[config.mk]
export PLATFORM = sky130hd
export DESIGN_NAME = nixie_scan_ctrl
export DESIGN_NICKNAME = d
export VERILOG_FILES = /design/src/rtl/nixie_scan_ctrl.sv
export SDC_FILE = /design/constraint.sdc
export NUM_CORES = 1
export LEC_CHECK = 0
export CAP_MARGIN = 5
export CORE_AREA = 2 2 67 69
export DETAILED_ROUTE_END_ITERATION = 8
export DIE_AREA = 0 0 69 71
export PLACE_DENSITY = 0.73
export SYNTH_ARGS = -nofsm -noshare
export SYNTH_HDL_FRONTEND = slang
export SYNTH_SLANG_ARGS = --single-unit
[constraint.sdc]
create_clock -name clk -period 3.3 [get_ports clk]
set_input_delay 0.825 -clock clk [delete_from_list [all_inputs] [get_ports clk]]
set_output_delay 0.825 -clock clk [all_outputs]
set_load 0.005 [all_outputs]
[src/rtl/nixie_scan_ctrl.sv]
// Scan controller for a multiplexed 7-segment bank: one digit at a time,
// each slot opens with an all-dark blanking gap, and a fresh snapshot of the inputs is taken every frame.
module nixie_scan_ctrl #(
    parameter int N_DIGITS = 4,
    parameter int DIV      = 50000,
    parameter int BLANK    = 500
) (
    input  logic                    clk,
    input  logic                    rst_n,
    input  logic                    en,
    input  logic [3*N_DIGITS-1:0]   digits_i,
    input  logic [N_DIGITS-1:0]     blank_mask_i,
    output logic [2:0]              code_o,
    output logic [N_DIGITS-1:0]     dig_sel_n_o,
    output logic                    frame_start_o
);

    localparam int CNT_W = $clog2(DIV);
    localparam int IDX_W = (N_DIGITS > 1) ? $clog2(N_DIGITS) : 1;
    localparam logic [CNT_W-1:0] BLANK_END = CNT_W'(BLANK - 1);
    localparam logic [CNT_W-1:0] SHOW_END  = CNT_W'(DIV - BLANK - 1);
    localparam logic [IDX_W-1:0] LAST_IDX  = IDX_W'(N_DIGITS - 1);

    generate
        if (N_DIGITS < 1 || N_DIGITS > 16 || BLANK < 1 || DIV <= BLANK) begin : g_param_check
            $error("nixie_scan_ctrl: illegal N_DIGITS/DIV/BLANK combination");
        end
    endgenerate

    typedef enum logic [1:0] {
        S_IDLE,
        S_BLANK,
        S_SHOW
    } state_t;

    state_t                  state_q, state_d;
    logic [IDX_W-1:0]        idx_q, idx_d;
    logic [CNT_W-1:0]        cnt_q, cnt_d;
    logic [3*N_DIGITS-1:0]   sh_digits_q;
    logic [N_DIGITS-1:0]     sh_mask_q;
    logic                    capture;
    logic [2:0]              code_d;
    logic [N_DIGITS-1:0]     sel_d;

    always_comb begin
        state_d = state_q;
        idx_d   = idx_q;
        cnt_d   = cnt_q;
        capture = 1'b0;
        case (state_q)
            S_IDLE: begin
                if (en) begin
                    state_d = S_BLANK;
                    idx_d   = '0;
                    cnt_d   = '0;
                    capture = 1'b1;
                end
            end
            S_BLANK: begin
                if (!en) begin
                    state_d = S_IDLE;
                    idx_d   = '0;
                    cnt_d   = '0;
                end else if (cnt_q == BLANK_END) begin
                    state_d = S_SHOW;
                    cnt_d   = '0;
                end else begin
                    cnt_d = cnt_q + 1'b1;
                end
            end
            S_SHOW: begin
                if (!en) begin
                    state_d = S_IDLE;
                    idx_d   = '0;
                    cnt_d   = '0;
                end else if (cnt_q == SHOW_END) begin
                    state_d = S_BLANK;
                    cnt_d   = '0;
                    // Wrapping back to digit 0 is the frame boundary
                    if (idx_q == LAST_IDX) begin
                        idx_d   = '0;
                        capture = 1'b1;
                    end else begin
                        idx_d = idx_q + 1'b1;
                    end
                end else begin
                    cnt_d = cnt_q + 1'b1;
                end
            end
            default: begin
                state_d = S_IDLE;
                idx_d   = '0;
                cnt_d   = '0;
            end
        endcase

        // Outputs are decoded from the next state so they register alongside it
        code_d = '0;
        sel_d  = '1;
        if (state_d == S_SHOW) begin
            for (int k = 0; k < N_DIGITS; k++) begin
                if (idx_d == IDX_W'(k)) begin
                    code_d   = sh_digits_q[3*k +: 3];
                    sel_d[k] = sh_mask_q[k];
                end
            end
        end
    end

    always_ff @(posedge clk or negedge rst_n) begin
        if (!rst_n) begin
            state_q       <= S_IDLE;
            idx_q         <= '0;
            cnt_q         <= '0;
            sh_digits_q   <= '0;
            sh_mask_q     <= '0;
            code_o        <= '0;
            dig_sel_n_o   <= '1;
            frame_start_o <= 1'b0;
        end else begin
            state_q       <= state_d;
            idx_q         <= idx_d;
            cnt_q         <= cnt_d;
            code_o        <= code_d;
            dig_sel_n_o   <= sel_d;
            frame_start_o <= capture;
            if (capture) begin
                sh_digits_q <= digits_i;
                sh_mask_q   <= blank_mask_i;
            end
        end
    end

endmodule

==> flow_metrics.py <==
metrics = {
    "place": {
        "io_buffer_count": 26,
        "dpl.hpwl_um": 3172,
        "routabilityCongestion": 0.8141,
    },
    "global_route": {
        "grt_pass1_vias": 1636,
        "grt_first_pass_wirelength_um": 7314,
        "track_usage_pct": 18.75,
        "grt_max_degree": 45,
        "globalRouteOverflowTotal": 0,
        "antenna_found_initial": 0,
    },
    "sta": {
        "fmax_ghz": 0.3560,
        "clock_skew_ns": 0.009365,
        "rsz0062_at_grt": "false",
        "maxSlewHeadroom_pct": 36.73,
        "hold_viol_final": 0,
        "slew_viol_final": 0,
        "fin_tns_setup_ns": 0,
        "worst_pin_slew_ns": 0.9490,
        "finalCritPeriodShare_pct": 85.11,
        "setup_violations": 0,
        "layout_min_cycle_time_ns": 2.809,
    },
    "worst_setup_path": {
        "end_kind": "register",
        "cp-start-kind": "primary input",
        "crit_type": "primary input to register",
        "crit_required_ns": 3.46,
        "crit_path_max_fanout": 11,
        "worstPathArrival_ns": 2.97,
    },
    "route": {
        "viasPerCell": 5.688,
        "drt_pre_antenna_iters": 4,
        "drc": 0,
        "ant_nets": 0,
        "drtIter0Drc": 85,
        "avgRoutedWirePerCell_um": 15.29,
        "vias": 1621,
        "wl_um": 4358,
    },
    "synthesis": {
        "ys.flop_type": "dfrtp_1",
        "async_flop_share_pct": 100.0,
        "synthTopCellsByArea": "dfrtp_1 45%, mux2_2 8.2%, dfstp_2 4.8%",
        "synth_top_cell_area_share_pct": 45.43,
        "syn_area_mm2": 0.002203,
        "avgSynthCellArea_um2": 11.18,
        "synthCells": 197,
        "ys_seq_elements": 44,
        "synthTopCellsByCount": "40 x dfrtp_1, 21 x nor2_1, 16 x mux2_2",
        "postSynthNetCount": 222,
        "yosys.area.top_type": "dfrtp_1",
        "synth_edf_count": 0,
        "yosysWarningCount": 0,
        "ys_types": 50,
        "ys_seq_area_share_pct": 50.20,
        "yosysMostFrequentCell": "dfrtp_1",
    },
    "power_and_ir_drop": {
        "p_sw_share_pct": 29.93,
        "peakVddDrop_uv": 409.0,
        "p_per_area_mw_per_mm2": 538.6,
        "intPower_w": 0.0009924,
        "pwr-share-clk_pct": 23.3,
        "p_leak_nw": 1.099,
        "fin_total_pwr_w": 0.001416,
        "combPwrFrac_pct": 25.6,
        "power.switching_w": 0.0004240,
        "pwr-share-seq_pct": 51.1,
    },
    "clocking": {
        "clockRootBuffer": "clkbuf_8",
        "postCtsSetupRepairBufs": 0,
        "clk_pin_slew_ns": 0.08,
        "cts_resized": 0,
        "cts_tree": "built",
        "clockBufferDepth": 2,
        "cts_hold_buf": 0,
        "cts.sinks": 44,
        "clock_latency_ns": 0.30,
        "numCtsBuffers": 5,
        "htreeDepth": 2,
    },
    "die": {
        "initial_core_util_pct": 52.41,
        "fp.dieW_um": 69,
        "num_rows": 24,
        "core-area_mm2": 0.004204,
        "die_y_um": 71,
        "dieArea_mm2": 0.004899,
        "num_io_pins": 27,
    },
    "final_layout": {
        "fillers": 367,
        "num_antenna_cells": 0,
        "ff_latch_area_mm2": 0.001106,
        "drive_above_1_share_pct": 15.88,
        "syn_to_final_growth_pct": 19.36,
        "finish.net_count": 257,
        "multi_input_area_mm2": 0.001055,
    },
    "status": {
        "outcome": "finished clean",
    },
    "hold_path": {
        "hold_class": "register to register",
    },
    "run": {
        "max-cap-violations": 0,
    },
}
## flip-flops by register name (all words and copies together), names as in the netlist
register / flops
frame_start_o: 1
state_q: 2
dig_sel_n_o: 4
idx_q: 2
sh_digits_q: 12
sh_mask_q: 4
cnt_q: 16
code_o: 3
## power groups by stage
stage / Sequential (W) / Combinational (W) / Clock (W)
after global placement: 0.000735 / 0.000355 / 0
after CTS: 0.000726 / 0.000365 / 0.000341
final: 0.000724 / 0.000363 / 0.000329
after global routing: 0.000737 / 0.000400 / 0.000354
after detailed placement: 0.000736 / 0.000365 / 0
after floorplan: 0.000709 / 0.000262 / 0
## routing by layer
metal	GRT usage [%]	vias to the layer above	wire length, µm
met3	3.846	6	141
met5	0	-	0
met2	33.01	32	2223
li1	-	788	-
met1	23.31	795	1937
met4	5.882	0	56
## critical path, stage by stage
cell and delay (ns):
clkdlybuf4s50_1 0.56, nand2b_1 0.35, a21boi_0 0.22, mux2i_1 0.15
buf_4 0.17, nor3b_1 0.13, a21o_1 0.15, a2111oi_0 0.41
## area by class of cell
type,count,area share (%)
flip-flops and latches,44,42.06
multi-input cells,144,40.10
repair buffers,32,11.42
clock buffers,6,2.759
well taps,52,2.474
inverters,5,0.7136
clock inverters,2,0.4757
## layout by cell type, fill, tap and decap left out, types with 2 or more instances in the layout
master and n:
a21oi_1 7, or4b_1 2, a22o_1 2, dfrtp_1 40, and3_1 7, o31ai_1 2, nand3_1 8, xnor2_1 4
inv_1 5, mux2_1 2, ha_1 6, clkbuf_8 5, and4bb_1 2, buf_4 6, clkdlybuf4s50_1 25, o21ai_0 5
and4_1 2, nand2_1 11, o21a_1 2, a32oi_1 2, a21boi_0 2, mux2_2 16, nor2b_1 2, nor3b_1 2
mux2i_1 3, xor2_1 6, dfstp_2 4, o22ai_1 2, nor2_1 21, nand4_1 3, nor4_1 3, nand2b_1 2
## per-stage QoR
| stage | instances | setup slack (ns) | hold slack, ns | area [µm²] | utilization (%) |
|---|---|---|---|---|---|
| 6_report | 285 | 0.4913 | 0.4718 | 2630 | 62.56 |
| 5_1_grt | 285 | 0.2839 | 0.5141 | 2630 | 62.56 |
| 4_1_cts | 285 | 0.4992 | 0.4793 | 2630 | 62.56 |
| 3_5_place_dp | 277 | 0.2020 | 0.4601 | 2545 | 60.54 |
| 3_3_place_gp | 277 | 0.2572 | 0.4486 | 2545 | 60.54 |
| 2_1_floorplan | 197 | 0.7870 | 0.4348 | 2203 | - |
## logic make-up (layout without fill, tap and decap cells)
family,count (synthesis),in the layout,share of synthesized area [%]
and+or+nand+nor,75,75,19.25
DFF,44,44,50.20
AOI/OAI and AO/OA,32,32,10.68
muxes,21,21,10.56
xor gates and xnor gates,10,10,3.975
buffers and inverters,9,45,1.931
adders and majority gates,6,6,3.407
## worst paths after layout
check | from | to | slack (ns) | cells after the start
max in group asynchronous | rst_n | code_o[0]$_DFF_PN0_ | 2.03 | 1
setup reg to reg | state_q[0]$_DFF_PN0_ | code_o[1]$_DFF_PN0_ | 0.75 | 8
hold reg to reg | sh_mask_q[2]$_DFFE_PN0P_ | dig_sel_n_o[2]$_DFF_PN1_ | 0.47 | 1
hold / removal | sh_mask_q[2]$_DFFE_PN0P_ | dig_sel_n_o[2]$_DFF_PN1_ | 0.47 | 1
setup / recovery | en | code_o[1]$_DFF_PN0_ | 0.49 | 8
min in group asynchronous | rst_n | cnt_q[6]$_DFFE_PN0P_ | 0.67 | 1
(Power assumes the default switching activity.)
==> edit 1 (same flow settings) <==
Make the reset (`rst_n`) synchronous in one clocked block.
--- a/src/rtl/nixie_scan_ctrl.sv
+++ b/src/rtl/nixie_scan_ctrl.sv
@@ -108,5 +108,5 @@
     end
 
-    always_ff @(posedge clk or negedge rst_n) begin
+    always_ff @(posedge clk) begin
         if (!rst_n) begin
             state_q       <= S_IDLE;
Function: differs if rst_n is asserted again (counterexample within 4 cycles, from zero or initial values and one cycle with rst_n low); with rst_n held inactive, the same outputs for 10 cycles.
==> edit 1 against the original RTL <==
  * Clock skew down 0.0048 ns
  * Global-route usage up 3.0 points
  * Area after synthesis down 1.4%
  * Critical path depth down 2
  * Core utilization down 1.2 points
  * Maximum frequency up 4.1%
  * Register-to-register slack worse by 0.15 ns
  * Final area down 2.0%
  * Sequential cell count unchanged
  * Worst setup slack better by 0.11 ns
  * Wire length up 16%
  * Final cell count up 17%
  * Critical endpoint is now dig_sel_n_o[3]
Power is not compared: it rests on default switching activity, and its combinational part moved more than twofold at a synthesized area within 25%.
==> edit 1: results (changes against the original RTL) <==
DR WL met3 -> 224 microns (+59%)
Vias -> 1,963 (+21%)
Top cell family by delay on the critical path -> simple AND/OR/NAND/NOR gates
Final Wtd Congestion -> 0.868 (+6.7%)
Seq/Total Area, Yosys -> 40.6% (-9.6 points)
Vias per cell -> 5.88 (+3.3%)
Met2 WL -> 2340 microns (+5.0%)
GRT Util Overall -> 21.7% (+3.0 points)
Status -> finished clean
Final net count -> 306 (+19%)
Async S/R FF share, synth -> 0% (-100 points)
Met1 wire length -> 2470 microns (+28%)
Largest net degree at the start of global routing -> 23 (-49%)
Vias in the first global route -> 1,859 (+14%)
First-pass GRT wire length -> 8710 microns (+19%)
Clk_skew -> 0.00455 ns (-0.00482 ns)
Synth cell types -> 48 (-4.0%)
Crit path largest cell delay -> 0.66 ns (+0.10 ns)
M1 GR Usage -> 29.8% (+6.5 points)
Area Overhead vs Synth -> 18.7%
CP arrival -> 2.88 ns (-0.09 ns)
DP HPWL -> 3500 microns (+10%)
Layout cell share with drive strength beyond 1 -> 9.57% (-6.3 points)
Post-synth top cells -> dfxtp_1 (44), o21ai_0 (30), nand3_1 (28)
Fillers -> 376 (+2.5%)
Syn nets -> 280 (+26%)
Cell Count Post-Placement -> 326 (+18%)
Synth Instances -> 255 (+29%)
## edit 1: path summary, 6_finish.rpt
check                             startpoint        endpoint  cells after the start  slack [ns]
worst min register to register  sh_mask_q[2]  dig_sel_n_o[2]                      1        0.47
worst max register to register      cnt_q[0]  dig_sel_n_o[3]                      6        0.60
worst min-delay path            sh_mask_q[2]  dig_sel_n_o[2]                      1        0.47
worst max-delay path                cnt_q[0]  dig_sel_n_o[3]                      6        0.60
## edit 1: cell families after synthesis
logic type | synth area share, %
mux | 4.44
compound gates | 22.3
flops | 40.6
buf+inv | 4.67
fa+ha+maj | 3.46
xor+xnor | 2.02
simple gates | 22.6
## edit 1: area by class of cell
class / count / area share [%]
multi-input cells: 188 / 46.1
flip-flops and latches: 44 / 34.2
repair buffers: 33 / 12.1
clock buffers: 6 / 3.20
well taps: 52 / 2.52
inverters: 9 / 1.31
clock inverters: 2 / 0.534
==> edit 2 (config.mk and constraints unchanged) <==
Made on the original files. The parameter `DIV` goes from 50000 to 25000.
--- a/src/rtl/nixie_scan_ctrl.sv
+++ b/src/rtl/nixie_scan_ctrl.sv
@@ -3,5 +3,5 @@
 module nixie_scan_ctrl #(
     parameter int N_DIGITS = 4,
-    parameter int DIV      = 50000,
+    parameter int DIV      = 25000,
     parameter int BLANK    = 500
 ) (
Behaviour: no difference found for any inputs over 10 cycles, from zero or initial values and one cycle with rst_n low; that may be too few to reach the edited logic, so the function may still have changed.
==> edit 2 against the original RTL <==
  * Largest cell class unchanged
  * Area after synthesis fell by 1.8%
  * Non-clock buffer count shrank 1
  * Power increased by 1.5%
  * Worst setup slack better by 0.10 ns
  * Via count up 0.12%
  * Sequential cell count down 1
  * Final area fell by 2.0%
  * Wire length down 0.46%
  * Synthesized cell count down 1.0%
  * Critical path type is now reg -> reg
==> edit 2: results (changes against the original RTL) <==
DP HPWL -> 3050 microns (-4.0%)
DRT iter0 DRCs -> 162 (+91%)
Layout cell share with drive strength beyond 1 -> 17.5% (+1.7 points)
VDD IR-drop max -> 0.329 mV (-20%)
GRT Util Overall -> 19.4% (+0.70 points)
Met2 WL -> 2150 microns (-3.3%)
Regs by FF count -> cnt_q x15, sh_digits_q x12
Grt met2 use -> 32.3% (-0.75 points)
Status -> finished clean
Post-synth top cells -> dfrtp_1 (39), mux2_2 (18), nand2_1 (13), nor2_1 (13), inv_1 (8)
Top cell family by delay on the critical path -> simple AND/OR/NAND/NOR gates
Slowest cell on the critical path -> or4b_4
Worst slack, placed -> 0.480 ns (+0.278 ns)
Crit path largest cell delay -> 0.50 ns (-0.06 ns)
Vias in the first global route -> 1,628 (-0.49%)
Mux share of post-synthesis cell area -> 12.1% (+1.6 points)
Yosys top cell area share -> 45.1% (-0.32 points)
Area share of fa/ha/maj cells after synthesis -> 3.47% (+0.063 points)
Met1 wire length -> 1980 microns (+2.3%)
CP arrival -> 2.91 ns (-0.06 ns)
Sw power -> 433 uW (+2.2%)
Total Wirelength -> 4340 microns (-0.46%)
P_int -> 1.00 mW (+1.2%)
M1 GR Usage -> 25.4% (+2.1 points)
Mean Syn Cell Area -> 11.1 sq um (-0.81%)
Leak -> 1.09 nW (-0.62%)
Xor and xnor area share after synthesis -> 2.43% (-1.5 points)
Seq. pwr -> 725 uW (about the same)
Met3 usage -> 3.99% (+0.14 points)
Seq/Total Area, Yosys -> 50.0% (-0.23 points)
[edit 2: changes by cell type in the layout (fill, tap and decap cells not counted), moves of 3 or more]
cell / unedited run / this run
a31oi_1: 1 / 4
inv_1: 5 / 8
nor2_1: 21 / 13
nand3_1: 8 / 5
mux2i_1: 3 / 6
xor2_1: 6 / 2
nor4_1: 3 / 0
[edit 2: final timing paths]
path,startpoint,to,slack (ns)
max,cnt_q[1],dig_sel_n_o[0],0.59
min,sh_mask_q[2],dig_sel_n_o[2],0.48
max reg2reg,cnt_q[1],dig_sel_n_o[0],0.59
min reg2reg,sh_mask_q[2],dig_sel_n_o[2],0.48
max in group asynchronous,rst_n,sh_mask_q[0],2.04
min in group asynchronous,rst_n,cnt_q[11],0.67
[edit 2: layout make-up]
type	count	area, sq um	share of cell area (%)
Tap cell	52	65.1	2.53
Inverter	8	30.0	1.17
Timing Repair Buffer	31	293	11.4
Multi-Input combinational cell	138	1030	39.8
Clock buffer	7	76.3	2.96
Sequential cell	43	1080	42.0
Clock inverter	1	5.00	0.194
